--- config.mk ---
export PLATFORM = sky130hd
export DESIGN_NAME = systolic_tile_sched
export DESIGN_NICKNAME = d
export VERILOG_FILES = /design/src/rtl/systolic_tile_sched.sv
export SDC_FILE = /design/constraint.sdc
export NUM_CORES = 1
export LEC_CHECK = 0
export BUFFER_PORTS_ARGS = -buffer_cell sky130_fd_sc_hd__buf_2
export CAP_MARGIN = 5
export CORE_MARGIN = 2
export CORE_UTILIZATION = 58
export CTS_CLUSTER_DIAMETER = 200
export CTS_CLUSTER_SIZE = 10
export DETAILED_ROUTE_END_ITERATION = 16
export GPL_TIMING_DRIVEN = 0
export PLACE_DENSITY = 0.89
export RECOVER_POWER = 50
export SLEW_MARGIN = 20
export SYNTH_ARGS = -nofsm -noshare
export SYNTH_HDL_FRONTEND = slang
export SYNTH_SLANG_ARGS = --single-unit
--- constraint.sdc ---
create_clock -name clk -period 3.6 [get_ports clk]
set_clock_uncertainty 0.2 [all_clocks]
set_input_delay 0.36 -clock clk [delete_from_list [all_inputs] [get_ports clk]]
set_output_delay 0.36 -clock clk [all_outputs]
set_load 0.01 [all_outputs]
--- src/rtl/systolic_tile_sched.sv ---
// Per-tile sequencer for the NxN systolic MAC array: start -> calc -> drain, with
// per-tile base advance, watchdog abort, and local-to-absolute address translation.
module systolic_tile_sched #(
  parameter int N       = 8,
  parameter int TIMEOUT = 1024
) (
  input  logic        clk,
  input  logic        rst,
  input  logic        cmd_valid,
  output logic        cmd_ready,
  input  logic [7:0]  cmd_k,
  input  logic [7:0]  cmd_tiles,
  input  logic        cmd_out_mode,
  input  logic [12:0] cmd_rbase,
  input  logic [12:0] cmd_wbase,
  output logic        busy,
  output logic        done,
  output logic        err,
  output logic        sa_start,
  output logic        sa_clear,
  output logic [7:0]  sa_k_param,
  output logic        sa_out_mode,
  input  logic        sa_calc_done,
  input  logic        sa_dout_done,
  input  logic [12:0] sa_raddr,
  input  logic [12:0] sa_waddr,
  output logic [12:0] mem_raddr,
  output logic [12:0] mem_waddr
);

  typedef enum logic [2:0] {
    S_IDLE, S_START, S_CALC, S_CLEAR, S_DRAIN, S_NEXT, S_ERR, S_DONE
  } state_t;

  state_t      state, state_nxt;
  logic [15:0] wdog;
  logic [7:0]  tiles_left;
  logic [12:0] rbase_cur, wbase_cur;
  logic        accept, illegal, wd_exp;

  assign accept  = cmd_valid && cmd_ready;
  assign illegal = (cmd_k == 8'd0) || (cmd_tiles == 8'd0);
  assign wd_exp  = (wdog == 16'(TIMEOUT - 1));

  always_comb begin
    state_nxt = state;
    cmd_ready = 1'b0;
    busy      = 1'b0;
    done      = 1'b0;
    sa_start  = 1'b0;
    sa_clear  = 1'b0;
    case (state)
      S_IDLE: begin
        cmd_ready = 1'b1;
        if (accept) state_nxt = illegal ? S_DONE : S_START;
      end
      S_START: begin
        busy      = 1'b1;
        sa_start  = 1'b1;
        state_nxt = S_CALC;
      end
      S_CALC: begin
        busy = 1'b1;
        // a completion arriving on the expiry cycle still counts as success
        if (sa_calc_done) state_nxt = S_CLEAR;
        else if (wd_exp)  state_nxt = S_ERR;
      end
      S_CLEAR: begin
        busy      = 1'b1;
        sa_clear  = 1'b1;
        state_nxt = S_DRAIN;
      end
      S_DRAIN: begin
        busy = 1'b1;
        if (sa_dout_done) state_nxt = S_NEXT;
        else if (wd_exp)  state_nxt = S_ERR;
      end
      S_NEXT: begin
        busy      = 1'b1;
        state_nxt = (tiles_left == 8'd1) ? S_DONE : S_START;
      end
      S_ERR: begin
        busy      = 1'b1;
        state_nxt = S_DONE;
      end
      S_DONE: begin
        done      = 1'b1;
        state_nxt = S_IDLE;
      end
      default: state_nxt = S_IDLE;
    endcase
  end

  always_ff @(posedge clk) begin
    if (rst) begin
      state       <= S_IDLE;
      wdog        <= 16'd0;
      tiles_left  <= 8'd0;
      rbase_cur   <= 13'd0;
      wbase_cur   <= 13'd0;
      err         <= 1'b0;
      sa_k_param  <= 8'd0;
      sa_out_mode <= 1'b0;
    end else begin
      state <= state_nxt;
      if (accept) begin
        sa_k_param  <= cmd_k;
        sa_out_mode <= cmd_out_mode;
        rbase_cur   <= cmd_rbase;
        wbase_cur   <= cmd_wbase;
        tiles_left  <= cmd_tiles;
        err         <= illegal;
      end
      case (state)
        S_START, S_CLEAR: wdog <= 16'd0;
        S_CALC, S_DRAIN:  if (wdog != 16'hFFFF) wdog <= wdog + 16'd1;
        S_NEXT: begin
          rbase_cur  <= rbase_cur + {5'd0, sa_k_param};
          wbase_cur  <= wbase_cur + 13'(N);
          tiles_left <= tiles_left - 8'd1;
        end
        S_ERR:   err <= 1'b1;
        default: ;
      endcase
    end
  end

  assign mem_raddr = rbase_cur + sa_raddr;
  assign mem_waddr = wbase_cur + sa_waddr;

endmodule

* Yosys cells after proc, flatten, opt, wreduce, memory -nomap -nowiden
Cells that the tools add are included.
** Word-level totals
- Flip-flop bits (word level) :: 63
- Bits in latches :: 0
- RAM bits :: 0
- Bits in read-only memories :: 0
- Input port bits :: 74
- Output and inout port bits :: 41
- Logic and storage cells :: 60
- Memories kept :: 0
** Operators by class
- Add/subtract/negate cells :: 6
- $mul :: 0
- Divide/modulo/power cells :: 0
- Order comparisons :: 0
- Equality and inequality tests :: 12
- Shift-type cells :: 0
- Mux-type cells :: 22
- Bitwise operators :: 0
- Reduce and logical (&&, ||, !) cells :: 12
** Operator list (count)
- 2-to-1 mux 13 bit :: 4
- one-hot mux 16 bit (2 select lines) :: 1
- adder 13 bit :: 2
- one-hot mux 3 bit (8 select lines) :: 1
- 2-to-1 mux 3 bit :: 6
- adder 16 x 1 -> 16 bit, second input constant :: 1
- == test 16 x 10 -> 1 bit, second input constant :: 1
- logical NOT 8 bit :: 2
- 2-to-1 mux 16 bit :: 1
- 2-to-1 mux 8 bit :: 2
- != test 16 bit, second input constant :: 1
- adder 13 x 4 -> 13 bit, second input constant :: 1
- adder 13 x 8 -> 13 bit :: 1
- == test 3 bit, second input constant :: 4
- == test 8 x 1 -> 1 bit, second input constant :: 1
- subtractor 8 x 1 -> 8 bit, second input constant :: 1
- 2-to-1 mux 1 bit :: 7
- == test 3 x 2 -> 1 bit, second input constant :: 2
- nonzero test 2 bit :: 3
- OR reduction 6 bit :: 1
- != test 2 bit, second input constant :: 2
- OR reduction 2 bit :: 2
- == test 3 x 1 -> 1 bit, second input constant :: 1
- logical NOT 3 bit :: 1
- 3 further kinds :: 3

* Longest topological paths before layout
Gate-level depths: netlist of run 1.
- Depth after elaboration :: 5
- Depth in mapped cells :: 7
- Gate-level depth less buffers :: 7

* Least setup slack after synthesis of run 1
Ideal clock, no wire load.
- Kind :: input to output
- Start :: input sa_raddr[0]
- End :: output mem_raddr[12]
- Arrival :: 1.946 ns
- Path slack :: 1.094 ns
- Stages on the path :: 7
- Cell sequence :: ha_1 fa_1 a211oi_1 o21ai_0 a31oi_1 o21ai_0 xnor2_1
** Between the ends
- Longest elaborated chain between the ends :: 1
** RTL lines
- start, declared :: line 25 : input logic [12:0] sa_raddr,
- adder 13 bit :: line 128 : assign mem_raddr = rbase_cur + sa_raddr;
- end, declared :: line 27 : output logic [12:0] mem_raddr,
No other way between the ends.

* Worst setup path in the final report of run 1
- Start :: register rbase_cur[0]
- End :: output mem_raddr[12]
** Between the ends
- Longest elaborated chain between the ends :: 1
** RTL lines
- start, declared :: line 38 : logic [12:0] rbase_cur, wbase_cur;
- start signal, assigned :: line 109 : rbase_cur <= cmd_rbase;
- start signal, assigned :: line 118 : rbase_cur <= rbase_cur + {5'd0, sa_k_param};
- adder 13 bit :: line 128
No other way between the ends.

==> run summary, run 1 <==
status - completed
Core Box Area - 0.00765 mm^2
simple-gate share of the synthesized area - 24.9%
CP most frequent cell - o21ai_0
Synth Area in Adders - 11.2%
H-tree lvl count - 3
Worst Setup Start Kind - flip-flop
largest net degree at the start of global routing - 12
IO Port Bufs - 114
worst-margin pin slew - 0.800 ns
post-synthesis area per instance - 7.80 um^2
drt pass-1 iters - 7
end of the critical path - mem_raddr[12]
worst r2r dst - tiles_left[4]
DRC - 0
Largest stage delay, worst path - 0.43 ns
Achievable Freq - 312 MHz
vias in the first global route - 4,835
Leakage - 2.31 nW
Post-Place Cell Area - 0.00524 mm^2
share of cells above drive strength 1 - 17.8%
area of the multi-input gates - 0.00312 mm^2
Root Buffer - clkbuf_8
Reg area - 0.00126 mm^2
CP required - 3.04 ns
worst setup margin - 0.398 ns
Detailed Place HPWL - 10,000 um
hold buffers post-CTS - 0
Slew HR - 46.5%
Synth Instances - 582
dpl cells - 798
cell taking the most area after synthesis - dfxtp_1
GRT overflow - 0
clk slew on worst S/H paths - 0.07 ns
postcts setup bufs - 0
Placer Congestion - 0.903
crit end category - output pin
sequential element share of the synthesized area - 27.8%
Initial Util - 59.4%
Data arrival, critical path - 2.64 ns
setup violation total in the final timing report - 0
Place WS - 0.680 ns
NumNets Final - 820
clock latency on the worst-skew pair - 0.35 ns
die span in y - 92.5 um
max-slew violation count - 0
top_reg_cell synth - dfxtp_1
critical-path maximum fanout - 3
Detail Route Antenna Nets - 0
synth top area cells - dfxtp_1, ha_1, a21oi_1, nand2_1, nor2_1
initial antenna violation count - 0
compound-cell area share of the yosys netlist - 25.8%
Fin Setup TNS - 0 ns
Avg WL per Cell - 16.2 um
final-report hold violation count - 0
CTS tree - yes
aggregate global-route resource usage - 30.9%
synth unique cells - 65
crit path from - rbase_cur[0]
Power Density - 420 mW/mm^2
peak supply drop - 0.395 mV
routed vias - 5,029
Area growth syn-to-layout - 19.3%
floorplan row count - 32
diode count - 0
flops & latches, synth - 63
Tcrit/Tclk final - 88.9%
final instance area - 0.00542 mm^2
Post-Syn Nets - 695
mux cell area share after synthesis - 0.441%
TritonCTS Buffers - 9
worst hold path type - primary input to flip-flop
worst-path cell chain - ha_1 -> fa_1 -> a211oi_1 -> o21ai_0 -> a31oi_1 -> o21ai_0 -> xnor2_1 -> buf_2
largest family of logic cells by synthesized area - compound AO/OA/AOI/OAI gates
Synth Area in XOR/XNOR - 6.56%
cells on worst reg2reg path - 6
crit path kind - flip-flop to output pin
first-pass GRT wire length - 21,400 um
I/O Pins - 115
Routed WL - 13,200 um
top cell type's share of synthesized area - 27.8%
commonest cells in the netlist - nand2_1, a21oi_1, dfxtp_1
max_cap viols - 0
asr flop ratio synth - 0%
Synth Cell Area - 0.00454 mm^2
deepest clock path buffer count - 2
non-filler instance count after layout - 814
Sink Count - 63
FILL cells - 641
Reg-to-Reg Start - state[0]
slowest CP cell - fa_1
vias per cell - 6.18
Die ar. - 0.00855 mm^2
Final min period - 3.20 ns
Reg2Reg Setup Slack - 0.98 ns
count leader, synth - nand2_1
DRT iter0 DRCs - 331
synth warn - 0
EDFF count, synth - 0
RSZ-0062 raised after global routing - no
post-CTS sizing - 0
Die Span X - 92.5 um
-- layer usage --
| metal | global-route usage [%] | vias up | part of all wire (%) |
|---|---|---|---|
| met5 | 0 | - | 0 |
| met4 | 15.4 | 0 | 3.7 |
| met3 | 6.51 | 46 | 7.6 |
| met2 | 53.3 | 223 | 48 |
| met1 | 36.2 | 2330 | 41 |
| li1 | - | 2430 | - |
-- how the worst min path moves through the flow --
stage            startpoint      endpoint  slack [ns]  depth (start not counted)
3_3_place_gp    sa_out_mode   sa_out_mode        0.24                          2
4_1_cts        cmd_out_mode   sa_out_mode        0.05                          3
6_report       cmd_out_mode   sa_out_mode        0.05                          3
3_5_place_dp   wbase_cur[2]  wbase_cur[2]        0.26                          2
2_1_floorplan  wbase_cur[0]  wbase_cur[0]        0.24                          2
5_1_grt        cmd_out_mode   sa_out_mode        0.06                          3
-- cell families after synthesis --
group                    Yosys count
multiplexers                       2
AO/OA/AOI/OAI                    181
flip-flops                        63
adder cells (fa/ha/maj)           39
AND/OR/NAND/NOR                  228
XOR/XNOR                          34
buffers and inverters             35
-- cell usage in the layout, fill, tap and decap left out, types with 5 or more instances in the layout --
master	count
clkbuf_8	12
or3_1	9
nor4_1	14
clkbuf_1	32
a211oi_1	8
dfxtp_1	63
o31ai_1	5
o211ai_1	9
nor2_1	55
nand2b_1	9
nand2_1	74
ha_1	36
a21oi_1	66
o21ai_0	33
nand3_1	24
buf_2	104
inv_1	10
xor2_1	16
a31oi_1	6
nor3_1	10
a21o_1	11
a221oi_1	6
a311oi_1	7
xnor2_1	18
or4_1	5
-- stage by stage --
step           total power, mW  hold WS (ns)  util (%)
6_report                  2.28        0.0509      70.9
5_1_grt                   2.39        0.0613      70.9
4_1_cts                   2.27        0.0523      71.4
3_5_place_dp              1.62         0.262      68.5
3_3_place_gp              1.58         0.242      68.5
2_1_floorplan             1.36         0.236         -
-- registers in the layout, summed over array words and instances (netlist names) --
signal	flops
wbase_cur	13
rbase_cur	13
err	1
sa_out_mode	1
tiles_left	8
state	3
sa_k_param	8
wdog	16
-- layout make-up --
| type | count | area share, % |
|---|---|---|
| multi-input cells | 484 | 57.5 |
| plain buffers | 25 | 1.99 |
| repair buffers | 114 | 10.2 |
| well taps | 102 | 2.36 |
| flip-flops and latches | 63 | 23.3 |
| clock inverters | 4 | 0.970 |
| inverters | 10 | 0.693 |
| clock buffers | 12 | 3.05 |
-- worst max-delay path, delay by kind of cell (launching register included) --
| family | cells | cell delay (ns) |
|---|---|---|
| buf+inv | 1 | 0.15 |
| compound gates | 4 | 0.98 |
| fa+ha+maj | 2 | 0.67 |
| flops | 1 | 0.34 |
| xor+xnor | 1 | 0.15 |
-- report_power, final --
part	switching, mW	internal, mW	leakage (nW)
combinational	0.459	0.322	1.69
sequential	0.0721	0.755	0.515
clock	0.291	0.376	0.101
(Power assumes the default switching activity.)
==> inputs of run 2 (changes only) <==
--- a/config.mk
+++ b/config.mk
@@ -13,7 +13,7 @@
 export CTS_CLUSTER_SIZE = 10
 export DETAILED_ROUTE_END_ITERATION = 16
 export GPL_TIMING_DRIVEN = 0
-export PLACE_DENSITY = 0.89
+export PLACE_DENSITY = 0.86
 export RECOVER_POWER = 50
 export SLEW_MARGIN = 20
 export SYNTH_ARGS = -nofsm -noshare
==> run summary, run 2 (synthesis results as in run 1) <==
worst-margin pin slew - 0.846 ns
floorplan row count - 32
Comb power frac - 35.5%
DRC - 0
drt pass-1 iters - 7
clock latency on the worst-skew pair - 0.34 ns
most frequent cells in the layout - buf_2, nand2_1, a21oi_1, dfxtp_1, nor2_1
Place WS - 0.697 ns
Top Registers - wdog: 16 flops, rbase_cur: 13 flops, wbase_cur: 13 flops
Avg WL per Cell - 16.6 um
share of cells above drive strength 1 - 16.6%
max reg flops - 16
CP required - 3.04 ns
Tcrit/Tclk final - 86.2%
Data arrival, critical path - 2.54 ns
Power Density - 410 mW/mm^2
Fin Setup TNS - 0 ns
RSZ-0062 raised after global routing - no
FILL cells - 652
post-CTS sizing - 0
Sink Count - 63
Int Pwr - 1.39 mW
clk slew on worst S/H paths - 0.07 ns
die span in y - 92.5 um
crit path from - rbase_cur[0]
end of the critical path - mem_raddr[12]
Sw Share - 36.8%
Slew HR - 43.4%
worst hold path type - primary input to flip-flop
critical-path maximum fanout - 3
switching pwr - 0.812 mW
peak supply drop - 0.276 mV
vias per cell - 6.23
status - completed
Biggest register - wdog
Root Buffer - clkbuf_8
cells on worst reg2reg path - 6
routed vias - 5,063
Reg-to-Reg Start - state[0]
NumNets Final - 820
Detail Route Antenna Nets - 0
GRT overflow - 0
Area growth syn-to-layout - 18.4%
CTS tree - yes
final-report hold violation count - 0
initial antenna violation count - 1
worst r2r dst - tiles_left[4]
Flop pwr share - 37.5%
Placer Congestion - 0.938
most common cell after layout, fill and taps aside - buf_2
Final min period - 3.10 ns
first-pass GRT wire length - 21,400 um
crit end category - output pin
largest net degree at the start of global routing - 11
Worst Setup Start Kind - flip-flop
DRT iter0 DRCs - 368
Die ar. - 0.00855 mm^2
postcts setup bufs - 0
H-tree lvl count - 3
Achievable Freq - 322 MHz
TritonCTS Buffers - 9
Routed WL - 13,500 um
I/O Pins - 115
Clock power frac - 27.0%
crit path kind - flip-flop to output pin
aggregate global-route resource usage - 30.9%
setup violation total in the final timing report - 0
Core Box Area - 0.00765 mm^2
Reg2Reg Setup Slack - 0.95 ns
vias in the first global route - 4,748
worst setup margin - 0.497 ns
Die Span X - 92.5 um
hold buffers post-CTS - 0
deepest clock path buffer count - 2
Leakage - 2.28 nW
max-slew violation count - 0
Detailed Place HPWL - 10,000 um
IO Port Bufs - 114
max_cap viols - 0
Initial Util - 59.4%
## run 2: cell type report
| type | instances | area [um^2] | share of cell area (%) |
|---|---|---|---|
| Multi-Input combinational cell | 484 | 3110 | 57.9 |
| Sequential cell | 63 | 1260 | 23.5 |
| Timing Repair Buffer | 114 | 549 | 10.2 |
| Clock buffer | 14 | 183 | 3.40 |
| Tap cell | 102 | 128 | 2.37 |
| Buffer | 25 | 104 | 1.93 |
| Inverter | 10 | 37.5 | 0.698 |
| Antenna cell | 1 | 2.50 | 0.0466 |
## run 2: stage by stage
step | power, mW | utilization (%) | hold slack, ns | area, um^2 | instances
2_1_floorplan | 1.36 | - | 0.236 | 4540 | 582
3_3_place_gp | 1.59 | 68.5 | 0.241 | 5240 | 798
3_5_place_dp | 1.62 | 68.5 | 0.253 | 5240 | 798
4_1_cts | 2.20 | 70.9 | 0.0641 | 5420 | 812
5_1_grt | 2.31 | 70.3 | 0.0722 | 5380 | 813
6_report | 2.21 | 70.3 | 0.0650 | 5380 | 813
## run 2: worst max-delay path, cell delays in order, from the launching register on
cell and delay [ns]:
dfxtp_1 0.33, ha_1 0.22, fa_1 0.43, a211oi_1 0.29, o21ai_0 0.20, a31oi_1 0.29
o21ai_0 0.16, xnor2_1 0.14, buf_2 0.14
## run 2: how the worst min path moves through the flow
stage | from | slack, ns | endpoint | depth (start not counted)
global placement | sa_out_mode | 0.24 | sa_out_mode | 2
floorplan | wbase_cur[0] | 0.24 | wbase_cur[0] | 2
CTS | cmd_wbase[8] | 0.06 | wbase_cur[8] | 3
detailed placement | sa_out_mode | 0.25 | sa_out_mode | 2
finish | cmd_wbase[8] | 0.06 | wbase_cur[8] | 3
global route | cmd_out_mode | 0.07 | sa_out_mode | 3
## run 2: routing by layer
layer	vias to the layer above	share of wire (%)	global-route usage [%]
li1	2434	-	-
met1	2313	41	38.4
met2	268	46	51.9
met3	48	9.1	4.56
met4	0	3.4	15.8
met5	-	0	0
## run 2: power by group through the flow
stage	sequential, mW	clock (mW)	combinational, mW
final	0.827	0.595	0.783
after global routing	0.834	0.617	0.861
after CTS	0.824	0.589	0.786
after detailed placement	0.839	0	0.779
after global placement	0.836	0	0.753
after floorplan	0.824	0	0.532
